===== src/rtl/i2c_pkg.sv =====
// rtl/i2c_pkg.sv - shared I2C widths and transaction arbiter state encoding
// Purpose: common definitions for the i2c_txn_arbiter slice.
//   I2C_ADDR_W  7-bit slave address width
//   I2C_DATA_W  8-bit data byte width
//   arb_state_t arbiter sequencing states
package i2c_pkg;

  localparam int I2C_ADDR_W = 7;
  localparam int I2C_DATA_W = 8;

  typedef enum logic [2:0] {
    ST_IDLE   = 3'd0,
    ST_ISSUE  = 3'd1,
    ST_RUN    = 3'd2,
    ST_FINISH = 3'd3,
    ST_GAP    = 3'd4
  } arb_state_t;

endpackage


===== src/rtl/rr_arbiter.sv =====
// rtl/rr_arbiter.sv - combinational round-robin pick starting at a pointer
// Purpose: selects the first set request at or after ptr, wrapping.
// Ports:
//   req    in   NREQ   request vector
//   ptr    in   IDX_W  index searched first
//   gnt    out  NREQ   one-hot winner (all zero when no request)
//   idx    out  IDX_W  winner index
//   valid  out  1      any request present
module rr_arbiter #(
  parameter int NREQ  = 4,
  parameter int IDX_W = (NREQ > 1) ? $clog2(NREQ) : 1
) (
  input  logic [NREQ-1:0]  req,
  input  logic [IDX_W-1:0] ptr,
  output logic [NREQ-1:0]  gnt,
  output logic [IDX_W-1:0] idx,
  output logic             valid
);

  always_comb begin
    int j;
    gnt   = '0;
    idx   = '0;
    valid = 1'b0;
    j     = 0;
    for (int k = 0; k < NREQ; k++) begin
      j = int'(ptr) + k;
      if (j >= NREQ) j = j - NREQ;
      if (!valid && req[j]) begin
        valid  = 1'b1;
        gnt[j] = 1'b1;
        idx    = j[IDX_W-1:0];
      end
    end
  end

endmodule


===== src/rtl/i2c_txn_arbiter.sv =====
// rtl/i2c_txn_arbiter.sv - round-robin sequencer sharing one i2c_master
// Purpose: grants one requester at a time, drives the master, waits for its
//   ready handshake, returns read data with a done pulse; a watchdog aborts
//   hung transactions with an err pulse. All outputs are registered.
// Ports:
//   clk, rst               clock, asynchronous active-high reset
//   req/req_addr/req_wdata/req_rd   per-requester request, address, write byte, read flag
//   gnt/done/err           per-requester one-hot grant, completion and timeout pulses
//   rdata                  read byte, valid with done, held until next read done
//   busy                   high whenever not idle
//   m_addr/m_data_in/m_rd_wr/m_enable   to i2c_master
//   m_ready/m_data_out     from i2c_master
module i2c_txn_arbiter
  import i2c_pkg::*;
#(
  parameter int NREQ       = 4,
  parameter int TIMEOUT    = 4096,
  parameter int GAP_CYCLES = 8
) (
  input  logic                         clk,
  input  logic                         rst,
  input  logic [NREQ-1:0]              req,
  input  logic [NREQ*I2C_ADDR_W-1:0]   req_addr,
  input  logic [NREQ*I2C_DATA_W-1:0]   req_wdata,
  input  logic [NREQ-1:0]              req_rd,
  output logic [NREQ-1:0]              gnt,
  output logic [NREQ-1:0]              done,
  output logic [NREQ-1:0]              err,
  output logic [I2C_DATA_W-1:0]        rdata,
  output logic                         busy,
  output logic [I2C_ADDR_W-1:0]        m_addr,
  output logic [I2C_DATA_W-1:0]        m_data_in,
  output logic                         m_rd_wr,
  output logic                         m_enable,
  input  logic                         m_ready,
  input  logic [I2C_DATA_W-1:0]        m_data_out
);

  localparam int IDX_W = (NREQ > 1) ? $clog2(NREQ) : 1;
  localparam int WD_W  = $clog2(TIMEOUT);
  localparam int GAP_W = $clog2(GAP_CYCLES + 1);
  localparam logic [WD_W-1:0]  WD_LAST  = WD_W'(TIMEOUT - 1);
  localparam logic [GAP_W-1:0] GAP_LAST = GAP_W'(GAP_CYCLES - 1);
  localparam logic [IDX_W-1:0] IDX_LAST = IDX_W'(NREQ - 1);

  arb_state_t       state, state_nxt;
  logic [IDX_W-1:0] ptr, idx, win_idx, ptr_adv;
  logic [NREQ-1:0]  win_gnt, owner;
  logic             win_valid;
  logic [WD_W-1:0]  wd_cnt;
  logic [GAP_W-1:0] gap_cnt;
  logic             start, complete, timeout;

  rr_arbiter #(
    .NREQ  (NREQ),
    .IDX_W (IDX_W)
  ) u_rr (
    .req   (req),
    .ptr   (ptr),
    .gnt   (win_gnt),
    .idx   (win_idx),
    .valid (win_valid)
  );

  assign owner   = NREQ'(1) << idx;
  assign ptr_adv = (idx == IDX_LAST) ? '0 : idx + 1'b1;

  always_ff @(posedge clk or posedge rst) begin
    if (rst) state <= ST_IDLE;
    else     state <= state_nxt;
  end

  // Completion in RUN takes priority over a watchdog expiry in the same cycle.
  always_comb begin
    state_nxt = state;
    start     = 1'b0;
    complete  = 1'b0;
    timeout   = 1'b0;
    case (state)
      ST_IDLE: begin
        if (win_valid && m_ready) begin
          start     = 1'b1;
          state_nxt = ST_ISSUE;
        end
      end
      ST_ISSUE: begin
        if (wd_cnt == WD_LAST) begin
          timeout   = 1'b1;
          state_nxt = ST_GAP;
        end else if (!m_ready) begin
          state_nxt = ST_RUN;
        end
      end
      ST_RUN: begin
        if (m_ready) begin
          complete  = 1'b1;
          state_nxt = ST_FINISH;
        end else if (wd_cnt == WD_LAST) begin
          timeout   = 1'b1;
          state_nxt = ST_GAP;
        end
      end
      ST_FINISH: state_nxt = ST_GAP;
      ST_GAP:    if (gap_cnt == GAP_LAST) state_nxt = ST_IDLE;
      default:   state_nxt = ST_IDLE;
    endcase
  end

  always_ff @(posedge clk or posedge rst) begin
    if (rst) begin
      ptr       <= '0;
      idx       <= '0;
      wd_cnt    <= '0;
      gap_cnt   <= '0;
      gnt       <= '0;
      done      <= '0;
      err       <= '0;
      rdata     <= '0;
      busy      <= 1'b0;
      m_addr    <= '0;
      m_data_in <= '0;
      m_rd_wr   <= 1'b0;
      m_enable  <= 1'b0;
    end else begin
      done <= '0;
      err  <= '0;
      busy <= (state_nxt != ST_IDLE);

      if (start) begin
        idx       <= win_idx;
        gnt       <= win_gnt;
        m_addr    <= req_addr[win_idx*I2C_ADDR_W +: I2C_ADDR_W];
        m_data_in <= req_wdata[win_idx*I2C_DATA_W +: I2C_DATA_W];
        m_rd_wr   <= req_rd[win_idx];
        m_enable  <= 1'b1;
        // The grant edge counts as the first watchdog cycle, so err lands
        // TIMEOUT-1 cycles after gnt rises.
        wd_cnt    <= WD_W'(1);
      end

      if (state == ST_ISSUE || state == ST_RUN) wd_cnt <= wd_cnt + 1'b1;

      // Writes keep enable high so the master can leave its slave-ACK state.
      if (state == ST_ISSUE && state_nxt == ST_RUN) m_enable <= ~m_rd_wr;

      if (complete) begin
        m_enable <= 1'b0;
        done     <= owner;
        if (m_rd_wr) rdata <= m_data_out;
      end

      if (timeout) begin
        m_enable <= 1'b0;
        err      <= owner;
        gnt      <= '0;
        ptr      <= ptr_adv;
      end

      if (state == ST_FINISH) begin
        gnt <= '0;
        ptr <= ptr_adv;
      end

      if (state_nxt == ST_GAP && state != ST_GAP) gap_cnt <= '0;
      else if (state == ST_GAP)                   gap_cnt <= gap_cnt + 1'b1;
    end
  end

endmodule


===== config.mk =====
export PLATFORM = sky130hd
export DESIGN_NAME = i2c_txn_arbiter
export DESIGN_NICKNAME = d
export VERILOG_FILES = /design/src/rtl/i2c_pkg.sv /design/src/rtl/rr_arbiter.sv /design/src/rtl/i2c_txn_arbiter.sv
export SDC_FILE = /design/constraint.sdc
export NUM_CORES = 1
export LEC_CHECK = 0
export BUFFER_PORTS_ARGS = -buffer_cell sky130_fd_sc_hd__clkbuf_2
export CORE_ASPECT_RATIO = 0.7
export CORE_MARGIN = 2
export CORE_UTILIZATION = 56
export DETAILED_ROUTE_END_ITERATION = 6
export MAX_ROUTING_LAYER = met4
export PLACE_DENSITY = 0.87
export SETUP_SLACK_MARGIN = 0.1
export SLEW_MARGIN = 30
export SYNTH_ARGS = -nofsm -noshare
export SYNTH_HDL_FRONTEND = slang
export SYNTH_SLANG_ARGS = --single-unit

===== constraint.sdc =====
create_clock -name clk -period 4.46 [get_ports clk]
set_input_delay 1.338 -clock clk [delete_from_list [all_inputs] [get_ports clk]]
set_output_delay 1.338 -clock clk [all_outputs]
set_load 0.03 [all_outputs]

# Word level (Yosys, flattened, before mapping)
# Index checks and enable logic that the tools add are counted.
# totals
ff_bits	61
rom_bits	0
mem_bits_rw	0
elab_cells	145
inputBits	79
latchBits	0
output_inout_bits	38
memories	0
# classes
n_bitwise	4
eq_ne	10
div_mod_pow	0
add_sub_neg	10
shifts	3
magnitude_cmp	13
n_mul	1
reduce_logical	22
n_mux	68
# ops
cell	n
$ge 32x1->1 const B	4
$lt 32x4->1 const B	4
$mux 32	4
$ge 32x4->1 const B	3
$sub 32x4->32 const B	3
$mux 4	11
$shiftx 32x6->8	1
$shiftx 28x6->7	1
$mux 1	27
$mux 12	2
$mux 3	6
$pmux 3 s5	1
$mux 2	7
$add 12x1->12 const B	1
$eq 12x12->1 const B	1
$or 4x4->4	3
$bmux 1 s2	5
$logic_and 1x1->1	10
$eq 3x2->1 const B	3
$demux 1 s2	4
$add 2x2->3 const B	2
$eq 3x3->1 const B	2
$reduce_bool 2->1	3
$reduce_bool 3->1	2
19 further kinds	21

# Logic depth before layout (Yosys ltp)
# Gate-level depths: netlist (run 1).
# logic_depth
depth_word	23
ltp_mapped	12

# Hierarchy
# From an unflattened synthesis (run 1), not the netlist that was laid out.
# unflattened
hier_cells	323
hier_area_um2	3508.4
# by_module_without_submodules
module	seq_area_each_um2	area_per_inst_um2	instances	cells_each
i2c_txn_arbiter	1526.5	3047.9	1	275
rr_arbiter	0.0	460.4	1	48

# Least setup slack after synthesis (run 1)
# OpenSTA, ideal clock, no wires.
# synth_timing
path_kind	input -> register
start	in req[2]
end	reg m_data_in[2]
arrival_time_ps	3009
cell_stages	9
setup_slack_ps	1319
t_required_ps	4328
n_path_buf	3
setup_ps	132
cell_sequence	clkbuf_1 -> mux2i_1 -> nor2_1 -> or4_4 -> buf_6 -> buf_8 -> and3_4 -> a2111oi_4 -> a211oi_2
# synth_via
elab_chain_cells	16
elab_cells_between_ends	30
# synth_rtl
element	line	source
start, declared	i2c_txn_arbiter.sv:22	input logic [NREQ-1:0] req,
branches (longest 16 deep; another with $bmux 1 s2)	--	
end signal, assigned	i2c_txn_arbiter.sv:133	m_data_in <= req_wdata[win_idx*I2C_DATA_W +: I2C_DATA_W];
end, declared	i2c_txn_arbiter.sv:32	output logic [I2C_DATA_W-1:0] m_data_in,
# Several ways; the timed one is not identified. The select of a mux whose other input is x is not followed.
# A chain may end at the register's enable or synchronous reset.

# Final worst setup path (run 1)
# layout_timing
start	reg ptr[0]
end	reg m_data_in[1]
# layout_via
elab_chain_cells	18
elab_cells_between_ends	45
# layout_rtl
element	line	source
start, declared	i2c_txn_arbiter.sv:47	logic [IDX_W-1:0] ptr, idx, win_idx, ptr_adv;
start signal, assigned	i2c_txn_arbiter.sv:156	ptr <= ptr_adv;
start signal, assigned	i2c_txn_arbiter.sv:161	ptr <= ptr_adv;
branches (longest 18 deep; another with $sub 32x4->32)	--	
# Several ways; the timed one is not identified. The select of a mux whose other input is x is not followed.

==> run_summary.xml, run 1 <==
<?xml version="1.0" encoding="UTF-8"?>
<metrics>
  <group name="clock_network">
    <metric name="cts_tree" unit="">done</metric>
    <metric name="worst_skew_pair.late_latency" unit="ns">0.35</metric>
    <metric name="cts_resized" unit="">0</metric>
    <metric name="clock-sinks" unit="">61</metric>
    <metric name="cts.hold.buffers_added" unit="">0</metric>
    <metric name="ctsHtreeMaxLevel" unit="">3</metric>
    <metric name="clock-root-buffer" unit="">sky130_fd_sc_hd__clkbuf_8</metric>
    <metric name="numCtsBuffers" unit="">9</metric>
    <metric name="cts.repair_timing.setup_buffer_count" unit="">0</metric>
    <metric name="max-clock-path-buffers" unit="">2</metric>
    <metric name="clk_pin_slew" unit="ns">0.07</metric>
  </group>
  <group name="yosys">
    <metric name="synth_cell_types" unit="">57</metric>
    <metric name="post_synth_instance_area" unit="mm²">0.003691</metric>
    <metric name="mappedNetlistNets" unit="">460</metric>
    <metric name="seq_area_frac_synth" unit="%">41.36</metric>
    <metric name="synth_edf_count" unit="">0</metric>
    <metric name="synthFlopType" unit="">sky130_fd_sc_hd__dfrtp_1</metric>
    <metric name="ys_seq_elements" unit="">61</metric>
    <metric name="syn-instance-count" unit="">370</metric>
    <metric name="synth_async_sr_flop_share" unit="%">100.0</metric>
    <metric name="syn_area_per_cell" unit="µm²">9.976</metric>
    <metric name="synth-warning-count" unit="">0</metric>
  </group>
  <group name="timing">
    <metric name="timing.final.crit_share" unit="%">72.05</metric>
    <metric name="timing.final.crit_period" unit="ns">3.213</metric>
    <metric name="grt_setup_unrepaired" unit="">no</metric>
    <metric name="worst_slack" unit="ns">1.247</metric>
    <metric name="drv_slew" unit="">0</metric>
    <metric name="skew" unit="ns">0.01073</metric>
    <metric name="hold_viol" unit="">0</metric>
    <metric name="slew_headroom" unit="%">37.47</metric>
    <metric name="fin_tns_setup" unit="ns">0</metric>
    <metric name="finalSetupViolCount" unit="">0</metric>
    <metric name="timing_worst_slew_pin_value" unit="ns">0.9294</metric>
    <metric name="achievable-frequency" unit="GHz">0.3112</metric>
  </group>
  <group name="routing">
    <metric name="drc" unit="">0</metric>
    <metric name="routed-via-count" unit="">3376</metric>
    <metric name="drt_first_pass_iters" unit="">5</metric>
    <metric name="number_of_nets_still_failing_antenna_checks_after_routing" unit="">0</metric>
    <metric name="route.detailed.wl_per_inst" unit="µm">17.06</metric>
    <metric name="total_length_of_routed_wires" unit="µm">9519</metric>
    <metric name="post_dr_vias_cell" unit="">6.050</metric>
    <metric name="detail_route.iter0.violations" unit="">264</metric>
  </group>
  <group name="critical_path">
    <metric name="r2r_end" unit="">m_data_in[1]</metric>
    <metric name="worst_path_maximum_fanout" unit="">18</metric>
    <metric name="reg2reg_slack" unit="ns">1.25</metric>
    <metric name="critPathLaunch" unit="">ptr[0]</metric>
    <metric name="critical-path-max-stage-delay" unit="ns">0.76</metric>
    <metric name="critical_path.cell_chain" unit="">inv_1, ha_1, o31ai_1, a221o_1, nand2_1, a21o_1, o311ai_0</metric>
    <metric name="cpMaxStageDelayCell" unit="">sky130_fd_sc_hd__a221o_1</metric>
    <metric name="timing.critical_path.to" unit="">m_data_in[1]</metric>
    <metric name="setup.worst_path.end_class" unit="">flop</metric>
    <metric name="cp_data_required_time" unit="ns">4.68</metric>
    <metric name="worst-r2r-cell-count" unit="">7</metric>
    <metric name="startpoint_class" unit="">flop</metric>
    <metric name="timing.critical_path.arrival" unit="ns">3.43</metric>
    <metric name="r2r_start" unit="">ptr[0]</metric>
    <metric name="timing.setup.critical_path_class" unit="">reg2reg</metric>
  </group>
  <group name="cells_and_area">
    <metric name="multi_input_area" unit="mm²">0.001988</metric>
    <metric name="fillers" unit="">490</metric>
    <metric name="final-seq-area" unit="mm²">0.001526</metric>
    <metric name="syn_to_final_growth" unit="%">21.22</metric>
    <metric name="fin_nets" unit="">565</metric>
    <metric name="antenna_cells_inserted" unit="">0</metric>
    <metric name="drive_above_1_share" unit="%">35.63</metric>
  </group>
  <group name="pwr">
    <metric name="worst_ir_drop_vdd" unit="V">0.0003885</metric>
    <metric name="power_leakage" unit="nW">2.105</metric>
    <metric name="powerDensity" unit="mW/mm²">726.8</metric>
  </group>
  <group name="floorplan">
    <metric name="die_area" unit="mm²">0.007267</metric>
    <metric name="core_area" unit="mm²">0.006306</metric>
    <metric name="floorplan.rows" unit="">24</metric>
    <metric name="floorplan.initialDensity" unit="%">58.53</metric>
    <metric name="pin_count" unit="">117</metric>
    <metric name="die_y" unit="µm">71.93</metric>
    <metric name="die_w" unit="µm">101.0</metric>
  </group>
  <group name="job">
    <metric name="timing.max_cap.violations" unit="">0</metric>
  </group>
  <group name="run_status">
    <metric name="status" unit="">completed</metric>
  </group>
  <group name="hold_path">
    <metric name="worst_hold_path_type" unit="">reg2reg</metric>
    <metric name="holdCritStartpoint" unit="">wd_cnt[5]</metric>
  </group>
  <group name="global_routing">
    <metric name="grt_util_all_layers" unit="%">28.73</metric>
    <metric name="grt_antenna_before_repair" unit="">0</metric>
    <metric name="first_pass_grt_wire_length" unit="µm">15710</metric>
    <metric name="grt_overflow_total" unit="">0</metric>
    <metric name="pin_count_of_the_biggest_net_entering_global_routing" unit="">39</metric>
    <metric name="grt_pass1_vias" unit="">3248</metric>
  </group>
  <group name="placement">
    <metric name="routabilityCongestion" unit="">0.8863</metric>
    <metric name="place_worst_setup_slack" unit="ns">1.022</metric>
    <metric name="placement.io_buffers" unit="">116</metric>
    <metric name="detailed_place_hpwl" unit="µm">7049</metric>
  </group>
</metrics>
[critical path, delay by kind of cell (launching register included)]
kind | cells | cell delay [ns]
buffers and inverters | 1 | 0.18
AO/OA/AOI/OAI | 4 | 1.37
adder cells (fa/ha/maj) | 1 | 0.45
flip-flops | 1 | 0.72
AND/OR/NAND/NOR | 1 | 0.36
[flip-flops by register name (all words and copies together) (netlist names), 3 cells and up]
name,flops
wd_cnt,12
m_data_in,8
rdata,8
m_addr,7
done,4
err,4
gap_cnt,4
gnt,4
state,3
[cell usage in the layout, fill, tap and decap left out, drive strengths merged, types with 2 or more instances in the layout]
cell type	Yosys	routed
and2	12	12
o31ai	3	3
a22oi	4	4
bufinv	0	2
nand2b	4	4
nand3	14	14
or4	2	2
and3	13	13
clkbuf	10	128
nor4	4	4
xor2	3	3
nand4	5	5
ha	11	11
nor3	6	6
mux2	11	11
a221o	5	5
nor2	25	25
buf	15	3
a21oi	13	13
or2	2	2
inv	9	9
o311ai	7	7
clkinv	0	2
a211oi	10	10
o21ai	37	37
a2111oi	9	9
a32oi	2	2
dfrtp	61	61
mux2i	21	21
nand2	29	29
a21o	8	8
[cell families (layout without fill, tap and decap cells)]
| logic type | after synthesis | after routing | synth area share (%) |
|---|---|---|---|
| muxes | 33 | 33 | 9.661 |
| AOI/OAI and AO/OA | 108 | 108 | 21.97 |
| DFF | 61 | 61 | 41.36 |
| xor gates and xnor gates | 3 | 3 | 0.7120 |
| and+or+nand+nor | 120 | 120 | 17.53 |
| buffers and inverters | 34 | 144 | 5.051 |
| adders and majority gates | 11 | 11 | 3.729 |
[where the power goes]
group	leakage [nW]	internal [W]	total, W	switching (W)
sequential	0.773	0.000749	0.000950	0.000201
combinational	1.22	0.000647	0.00175	0.00110
clock	0.116	0.000343	0.000555	0.000211
total	2.11	0.00174	0.00325	0.00151
[cells in the mapped netlist, drive strengths merged, types with 2 or more instances]
cell     instances  area share (%)
inv              9            0.92
mux2            11             3.4
a211oi          10             2.4
o21ai           37             5.0
and3            13             2.8
a22oi            4            0.81
nor3             6            0.81
nor2            25             2.5
a21oi           13             1.8
o31ai            3            0.61
mux2i           21             5.7
buf             15             3.1
nor4             4            0.68
clkbuf          10             1.0
nand2b           4            0.68
a21o             8             1.6
nand2           29             3.4
a32oi            2            0.47
o311ai           7             1.9
or4              2            0.51
and2            12             2.0
nand4            5            0.85
or2              2            0.34
nand3           14             1.9
dfrtp           61              41
a2111oi          9             3.7
a221o            5             1.4
ha              11             3.7
xor2             3            0.71
[per-layer routing]
metal | vias to the layer above | global-route usage (%) | share of wire (%)
met5 | - | - | 0
met3 | 13 | 6.455 | 6.6
met2 | 164 | 46.89 | 48
met4 | 0 | 8.559 | 1.1
met1 | 1602 | 36.34 | 44
li1 | 1597 | - | -
[cell type report]
class                      instances  area share (%)
multi-input combinational        275           44.44
clock buffer                      12           3.468
inverter                           9          0.7550
clock inverter                     4           1.566
sequential                        61           34.12
timing repair buffer             119           13.48
tap                               78           2.181
[how the worst min path moves through the flow]
stage,end,depth (start not counted)
2_1_floorplan,wd_cnt[7],1
3_3_place_gp,wd_cnt[5],1
3_5_place_dp,wd_cnt[11],1
4_1_cts,wd_cnt[5],1
5_1_grt,wd_cnt[7],1
6_report,wd_cnt[5],1
[through the flow]
step / instances / instance area, µm² / hold WS (ns) / utilization (%) / total power, W
2_1_floorplan: 370 / 3691 / 0.4424 / - / 0.002335
3_3_place_gp: 542 / 4245 / 0.4659 / 67.32 / 0.002611
3_5_place_dp: 542 / 4245 / 0.4791 / 67.32 / 0.002678
4_1_cts: 558 / 4471 / 0.4874 / 70.89 / 0.003245
5_1_grt: 558 / 4474 / 0.5358 / 70.95 / 0.003471
6_report: 558 / 4474 / 0.4899 / 70.95 / 0.003252
Note: power is estimated with default switching activity, not from simulation.
==> run 2, diff against run 1 <==
- CORE_UTILIZATION: 56 -> 52
- PLACE_DENSITY: 0.87 -> 0.81
- clock period: 4.46 -> 3.3 ns (I/O delays scaled with it)
==> run_summary.xml, run 2 (synthesis gave the netlist of run 1 again) <==
<?xml version="1.0" encoding="UTF-8"?>
<metrics>
  <group name="run_status">
    <metric name="status" unit="">completed</metric>
  </group>
  <group name="pwr">
    <metric name="power_leakage" unit="nW">2.140</metric>
    <metric name="internal-power" unit="W">0.002467</metric>
    <metric name="p_switching" unit="W">0.002089</metric>
    <metric name="clock_power_share" unit="%">18.7</metric>
    <metric name="powerDensity" unit="mW/mm²">997.6</metric>
    <metric name="sw_frac_of_total" unit="%">45.84</metric>
    <metric name="worst_ir_drop_vdd" unit="V">0.0005185</metric>
    <metric name="power.share.sequential" unit="%">27.5</metric>
    <metric name="combinational_power_share" unit="%">53.7</metric>
  </group>
  <group name="placement">
    <metric name="place_worst_setup_slack" unit="ns">0.2516</metric>
    <metric name="detailed_place_hpwl" unit="µm">7264</metric>
    <metric name="placement.io_buffers" unit="">116</metric>
    <metric name="routabilityCongestion" unit="">0.9540</metric>
    <metric name="placed_cells" unit="">563</metric>
  </group>
  <group name="floorplan">
    <metric name="floorplan.initialDensity" unit="%">54.13</metric>
    <metric name="core_area" unit="mm²">0.006819</metric>
    <metric name="pin_count" unit="">117</metric>
    <metric name="floorplan.rows" unit="">25</metric>
    <metric name="die_y" unit="µm">74.49</metric>
    <metric name="die_area" unit="mm²">0.007799</metric>
    <metric name="die_w" unit="µm">104.7</metric>
  </group>
  <group name="routing">
    <metric name="detail_route.iter0.violations" unit="">195</metric>
    <metric name="number_of_nets_still_failing_antenna_checks_after_routing" unit="">0</metric>
    <metric name="route.detailed.wl_per_inst" unit="µm">16.79</metric>
    <metric name="drt_first_pass_iters" unit="">5</metric>
    <metric name="total_length_of_routed_wires" unit="µm">9724</metric>
    <metric name="routed-via-count" unit="">3393</metric>
    <metric name="post_dr_vias_cell" unit="">5.860</metric>
    <metric name="drc" unit="">0</metric>
  </group>
  <group name="global_routing">
    <metric name="grt_overflow_total" unit="">0</metric>
    <metric name="grt_util_all_layers" unit="%">26.62</metric>
    <metric name="grt_pass1_vias" unit="">3302</metric>
    <metric name="grt_antenna_before_repair" unit="">0</metric>
    <metric name="first_pass_grt_wire_length" unit="µm">15640</metric>
    <metric name="pin_count_of_the_biggest_net_entering_global_routing" unit="">27</metric>
  </group>
  <group name="critical_path">
    <metric name="setup.worst_path.end_class" unit="">flop</metric>
    <metric name="timing.critical_path.arrival" unit="ns">3.07</metric>
    <metric name="cp_data_required_time" unit="ns">3.50</metric>
    <metric name="worst_path_maximum_fanout" unit="">17</metric>
    <metric name="cpMaxStageDelayCell" unit="">sky130_fd_sc_hd__dfrtp_1</metric>
    <metric name="startpoint_class" unit="">flop</metric>
    <metric name="critical-path-max-stage-delay" unit="ns">0.55</metric>
    <metric name="critical_path.cell_chain" unit="">inv_1, ha_1, o221ai_1, a311o_2, and3_2, a2111oi_0, a211oi_1</metric>
    <metric name="timing.setup.critical_path_class" unit="">reg2reg</metric>
  </group>
  <group name="job">
    <metric name="timing.max_cap.violations" unit="">0</metric>
  </group>
  <group name="hold_path">
    <metric name="worst_hold_path_type" unit="">reg2reg</metric>
  </group>
  <group name="cells_and_area">
    <metric name="fin_nets" unit="">570</metric>
    <metric name="layout_common_cells" unit="">sky130_fd_sc_hd__clkbuf_2, sky130_fd_sc_hd__dfrtp_1, sky130_fd_sc_hd__o21ai_0, sky130_fd_sc_hd__nand2_1, sky130_fd_sc_hd__nor2_1</metric>
    <metric name="finalNonFillerCells" unit="">579</metric>
    <metric name="largest-register" unit="">wd_cnt</metric>
    <metric name="syn_to_final_growth" unit="%">23.73</metric>
    <metric name="utilization" unit="%">66.97</metric>
    <metric name="largest_reg_flops" unit="">12</metric>
    <metric name="fillers" unit="">560</metric>
    <metric name="layout_commonest_cell" unit="">sky130_fd_sc_hd__clkbuf_2</metric>
    <metric name="antenna_cells_inserted" unit="">0</metric>
    <metric name="drive_above_1_share" unit="%">36.49</metric>
    <metric name="largest_registers" unit="">wd_cnt (12), m_data_in (8), rdata (8)</metric>
  </group>
  <group name="timing">
    <metric name="timing.final.crit_share" unit="%">86.89</metric>
    <metric name="achievable-frequency" unit="GHz">0.3487</metric>
    <metric name="worst_slack" unit="ns">0.4325</metric>
    <metric name="hold_viol" unit="">0</metric>
    <metric name="drv_slew" unit="">0</metric>
    <metric name="skew" unit="ns">0.008342</metric>
    <metric name="finalSetupViolCount" unit="">0</metric>
    <metric name="timing_worst_slew_pin_value" unit="ns">0.9270</metric>
    <metric name="grt_setup_unrepaired" unit="">no</metric>
    <metric name="whs" unit="ns">0.4844</metric>
    <metric name="fin_tns_setup" unit="ns">0</metric>
    <metric name="slew_headroom" unit="%">37.68</metric>
    <metric name="timing.final.crit_period" unit="ns">2.867</metric>
  </group>
  <group name="clock_network">
    <metric name="clock-sinks" unit="">61</metric>
    <metric name="worst_skew_pair.late_latency" unit="ns">0.35</metric>
    <metric name="ctsHtreeMaxLevel" unit="">3</metric>
    <metric name="numCtsBuffers" unit="">9</metric>
    <metric name="cts_tree" unit="">done</metric>
    <metric name="clock-root-buffer" unit="">sky130_fd_sc_hd__clkbuf_8</metric>
    <metric name="clk_pin_slew" unit="ns">0.07</metric>
    <metric name="max-clock-path-buffers" unit="">2</metric>
    <metric name="cts.hold.buffers_added" unit="">0</metric>
    <metric name="cts.repair_timing.setup_buffer_count" unit="">0</metric>
    <metric name="cts_resized" unit="">0</metric>
  </group>
</metrics>
## run 2: worst paths after layout
kind	to	slack [ns]	start	cells past startpoint
max	m_data_in[6]	0.43	ptr[1]	7
min	wd_cnt[11]	0.48	wd_cnt[11]	1
max reg2reg	m_data_in[6]	0.43	ptr[1]	7
min reg2reg	wd_cnt[11]	0.48	wd_cnt[11]	1
max in group asynchronous	m_data_in[4]	2.03	rst	3
min in group asynchronous	wd_cnt[1]	0.62	rst	2
## run 2: per-stage QoR
| stage | power (W) | instance area (µm²) |
|---|---|---|
| floorplan | 0.003156 | 3691 |
| global placement | 0.003583 | 4303 |
| detailed placement | 0.003691 | 4303 |
| CTS | 0.004549 | 4561 |
| global route | 0.004841 | 4567 |
| finish | 0.004556 | 4567 |
## run 2: per-layer routing
metal  global-route usage (%)  vias to the layer above  wire length [µm]
met3                    7.274                       28               580
li1                         -                     1604                 -
met1                    32.48                     1620              4331
met2                    43.50                      141              4560
met4                    9.333                        0               251
met5                        -                        -                 0
## run 2: layout make-up
| class | instances | area [µm²] | share of cell area (%) |
|---|---|---|---|
| inverter | 9 | 33.78 | 0.7397 |
| multi-input combinational | 275 | 1991 | 43.59 |
| timing repair buffer | 124 | 640.6 | 14.03 |
| tap | 94 | 117.6 | 2.575 |
| clock buffer | 11 | 151.4 | 3.315 |
| clock inverter | 5 | 106.4 | 2.329 |
| sequential | 61 | 1526 | 33.42 |
## run 2: power by group through the flow
stage	clock, W	combinational [W]	sequential (W)
detailed placement	0	0.00243	0.00126
global placement	0	0.00234	0.00124
CTS	0.000859	0.00244	0.00125
global route	0.000890	0.00266	0.00129
floorplan	0	0.00164	0.00152
finish	0.000853	0.00245	0.00126
## run 2: worst max-delay path: cells and delay by family (launching register included)
family,cells,cell delay [ns]
flops,1,0.55
buf+inv,1,0.19
simple gates,1,0.26
compound gates,4,1.23
fa+ha+maj,1,0.49
==> run 3, diff against run 2 <==
- CORE_ASPECT_RATIO: 0.7 -> not set
- CORE_MARGIN: 2 -> not set
==> run_summary.xml, run 3 (synthesis gave the netlist of run 1 again) <==
<?xml version="1.0" encoding="UTF-8"?>
<metrics>
  <group name="run_status">
    <metric name="status" unit="">completed</metric>
  </group>
  <group name="critical_path">
    <metric name="path_depth" unit="">6</metric>
    <metric name="startpoint_class" unit="">flop</metric>
    <metric name="timing.setup.critical_path_class" unit="">reg2reg</metric>
    <metric name="timing.critical_path.to" unit="">m_addr[3]</metric>
    <metric name="critPathTopFamily" unit="">compound AO/OA/AOI/OAI gates</metric>
    <metric name="worst_path_maximum_fanout" unit="">17</metric>
    <metric name="critical-path-max-stage-delay" unit="ns">0.68</metric>
    <metric name="setup.worst_path.end_class" unit="">flop</metric>
    <metric name="cpMaxStageDelayCell" unit="">sky130_fd_sc_hd__a221o_1</metric>
    <metric name="worst-r2r-cell-count" unit="">6</metric>
    <metric name="timing.critical_path.buf_inv" unit="">1</metric>
    <metric name="r2r_end" unit="">m_addr[3]</metric>
    <metric name="timing.critical_path.arrival" unit="ns">3.11</metric>
    <metric name="critical_path.cell_chain" unit="">inv_1, ha_1, o31ai_1, a221o_1, and2_1, a211oi_1</metric>
    <metric name="reg2reg_slack" unit="ns">0.39</metric>
    <metric name="r2r_start" unit="">ptr[1]</metric>
    <metric name="cp_data_required_time" unit="ns">3.50</metric>
    <metric name="critPathLaunch" unit="">ptr[1]</metric>
  </group>
  <group name="routing">
    <metric name="drc" unit="">0</metric>
    <metric name="number_of_nets_still_failing_antenna_checks_after_routing" unit="">0</metric>
    <metric name="routed-via-count" unit="">3318</metric>
    <metric name="total_length_of_routed_wires" unit="µm">8826</metric>
    <metric name="post_dr_vias_cell" unit="">5.711</metric>
    <metric name="drt_first_pass_iters" unit="">6</metric>
    <metric name="route.detailed.wl_per_inst" unit="µm">15.19</metric>
    <metric name="detail_route.iter0.violations" unit="">201</metric>
  </group>
  <group name="pwr">
    <metric name="powerDensity" unit="mW/mm²">957.6</metric>
    <metric name="total_power_consumption" unit="W">0.004313</metric>
    <metric name="p_switching" unit="W">0.002044</metric>
    <metric name="combinational_power_share" unit="%">55.8</metric>
    <metric name="sw_frac_of_total" unit="%">47.39</metric>
    <metric name="internal-power" unit="W">0.002269</metric>
    <metric name="power_leakage" unit="nW">2.106</metric>
    <metric name="power.share.sequential" unit="%">28.8</metric>
    <metric name="worst_ir_drop_vdd" unit="V">0.0005661</metric>
    <metric name="clock_power_share" unit="%">15.4</metric>
  </group>
  <group name="clock_network">
    <metric name="clock-sinks" unit="">61</metric>
    <metric name="worst_skew_pair.late_latency" unit="ns">0.34</metric>
    <metric name="clk_pin_slew" unit="ns">0.07</metric>
    <metric name="max-clock-path-buffers" unit="">2</metric>
    <metric name="numCtsBuffers" unit="">9</metric>
    <metric name="cts_resized" unit="">0</metric>
    <metric name="ctsHtreeMaxLevel" unit="">3</metric>
    <metric name="clock-root-buffer" unit="">sky130_fd_sc_hd__clkbuf_8</metric>
    <metric name="cts.hold.buffers_added" unit="">0</metric>
    <metric name="cts_tree" unit="">done</metric>
    <metric name="cts.repair_timing.setup_buffer_count" unit="">0</metric>
  </group>
  <group name="cells_and_area">
    <metric name="drive_above_1_share" unit="%">36.29</metric>
    <metric name="stdcell_area" unit="mm²">0.004504</metric>
    <metric name="syn_to_final_growth" unit="%">22.03</metric>
    <metric name="layout_common_cells" unit="">sky130_fd_sc_hd__clkbuf_2, sky130_fd_sc_hd__dfrtp_1, sky130_fd_sc_hd__o21ai_0, sky130_fd_sc_hd__nand2_1, sky130_fd_sc_hd__nor2_1</metric>
    <metric name="fin_nets" unit="">570</metric>
    <metric name="layout_commonest_cell" unit="">sky130_fd_sc_hd__clkbuf_2</metric>
    <metric name="utilization" unit="%">65.93</metric>
    <metric name="antenna_cells_inserted" unit="">0</metric>
    <metric name="largest_reg_flops" unit="">12</metric>
    <metric name="largest_registers" unit="">wd_cnt (12), m_data_in (8), rdata (8)</metric>
    <metric name="largest-register" unit="">wd_cnt</metric>
  </group>
  <group name="timing">
    <metric name="skew" unit="ns">0.009180</metric>
    <metric name="finalSetupViolCount" unit="">0</metric>
    <metric name="fin_tns_setup" unit="ns">0</metric>
    <metric name="achievable-frequency" unit="GHz">0.3439</metric>
    <metric name="timing.final.crit_share" unit="%">88.12</metric>
    <metric name="whs" unit="ns">0.4880</metric>
    <metric name="drv_slew" unit="">0</metric>
    <metric name="slew_headroom" unit="%">41.04</metric>
    <metric name="timing.final.crit_period" unit="ns">2.908</metric>
    <metric name="timing_worst_slew_pin_value" unit="ns">0.8763</metric>
    <metric name="grt_setup_unrepaired" unit="">no</metric>
    <metric name="hold_viol" unit="">0</metric>
  </group>
  <group name="job">
    <metric name="timing.max_cap.violations" unit="">0</metric>
  </group>
  <group name="global_routing">
    <metric name="pin_count_of_the_biggest_net_entering_global_routing" unit="">52</metric>
    <metric name="grt_pass1_vias" unit="">3121</metric>
    <metric name="grt_antenna_before_repair" unit="">0</metric>
    <metric name="grt_overflow_total" unit="">0</metric>
    <metric name="grt_util_all_layers" unit="%">26.09</metric>
    <metric name="first_pass_grt_wire_length" unit="µm">14590</metric>
  </group>
  <group name="placement">
    <metric name="placement.io_buffers" unit="">116</metric>
    <metric name="routabilityCongestion" unit="">0.8651</metric>
    <metric name="detailed_place_hpwl" unit="µm">6574</metric>
    <metric name="cell_area_reported_after_detailed_placement" unit="mm²">0.004305</metric>
  </group>
  <group name="floorplan">
    <metric name="floorplan.initialDensity" unit="%">54.03</metric>
    <metric name="pin_count" unit="">117</metric>
    <metric name="core_area" unit="mm²">0.006832</metric>
    <metric name="die_w" unit="µm">86.25</metric>
    <metric name="die_area" unit="mm²">0.007439</metric>
    <metric name="die_y" unit="µm">86.25</metric>
    <metric name="floorplan.rows" unit="">30</metric>
  </group>
  <group name="hold_path">
    <metric name="worst_hold_path_type" unit="">reg2reg</metric>
  </group>
</metrics>
## run 3: cell type report
class                   instances  area [µm²]
clock buffers                   9       123.9
multi-input cells             275        1984
inverters                       9       33.78
fillers                       569        2327
flip-flops and latches         61        1526
repair buffers                124       640.6
clock inverters                 7       75.07
well taps                      96       120.1
## run 3: worst min-delay path by stage
stage,startpoint,endpoint,slack [ns],cells past startpoint
floorplan,wd_cnt[7],wd_cnt[7],0.44,1
global placement,wd_cnt[5],wd_cnt[5],0.46,1
detailed placement,wd_cnt[7],wd_cnt[7],0.48,1
CTS,wd_cnt[5],wd_cnt[5],0.48,1
global route,wd_cnt[5],wd_cnt[5],0.52,1
finish,wd_cnt[5],wd_cnt[5],0.49,1
## run 3: per-layer routing
layer | part of all wire [%] | global-route usage, % | vias up | wire, µm
met2 | 48 | 41.20 | 148 | 4204
met1 | 43 | 32.06 | 1558 | 3769
met5 | 0 | - | - | 0
li1 | - | - | 1591 | -
met3 | 7.2 | 6.857 | 21 | 633
met4 | 2.5 | 10.30 | 0 | 218
## run 3: stage by stage
| step | cells | setup slack (ns) |
|---|---|---|
| final | 581 | 0.3919 |
| after global routing | 581 | 0.1498 |
| after CTS | 581 | 0.3641 |
| after detailed placement | 565 | 0.2008 |
| after global placement | 565 | 0.3388 |
| after floorplan | 370 | 0.5031 |
## run 3: power by group through the flow
stage,clock network (W),registers (W),logic [W]
floorplan,0,0.00152,0.00164
global placement,0,0.00125,0.00234
detailed placement,0,0.00125,0.00240
CTS,0.000676,0.00124,0.00241
global route,0.000712,0.00128,0.00263
finish,0.000664,0.00124,0.00241
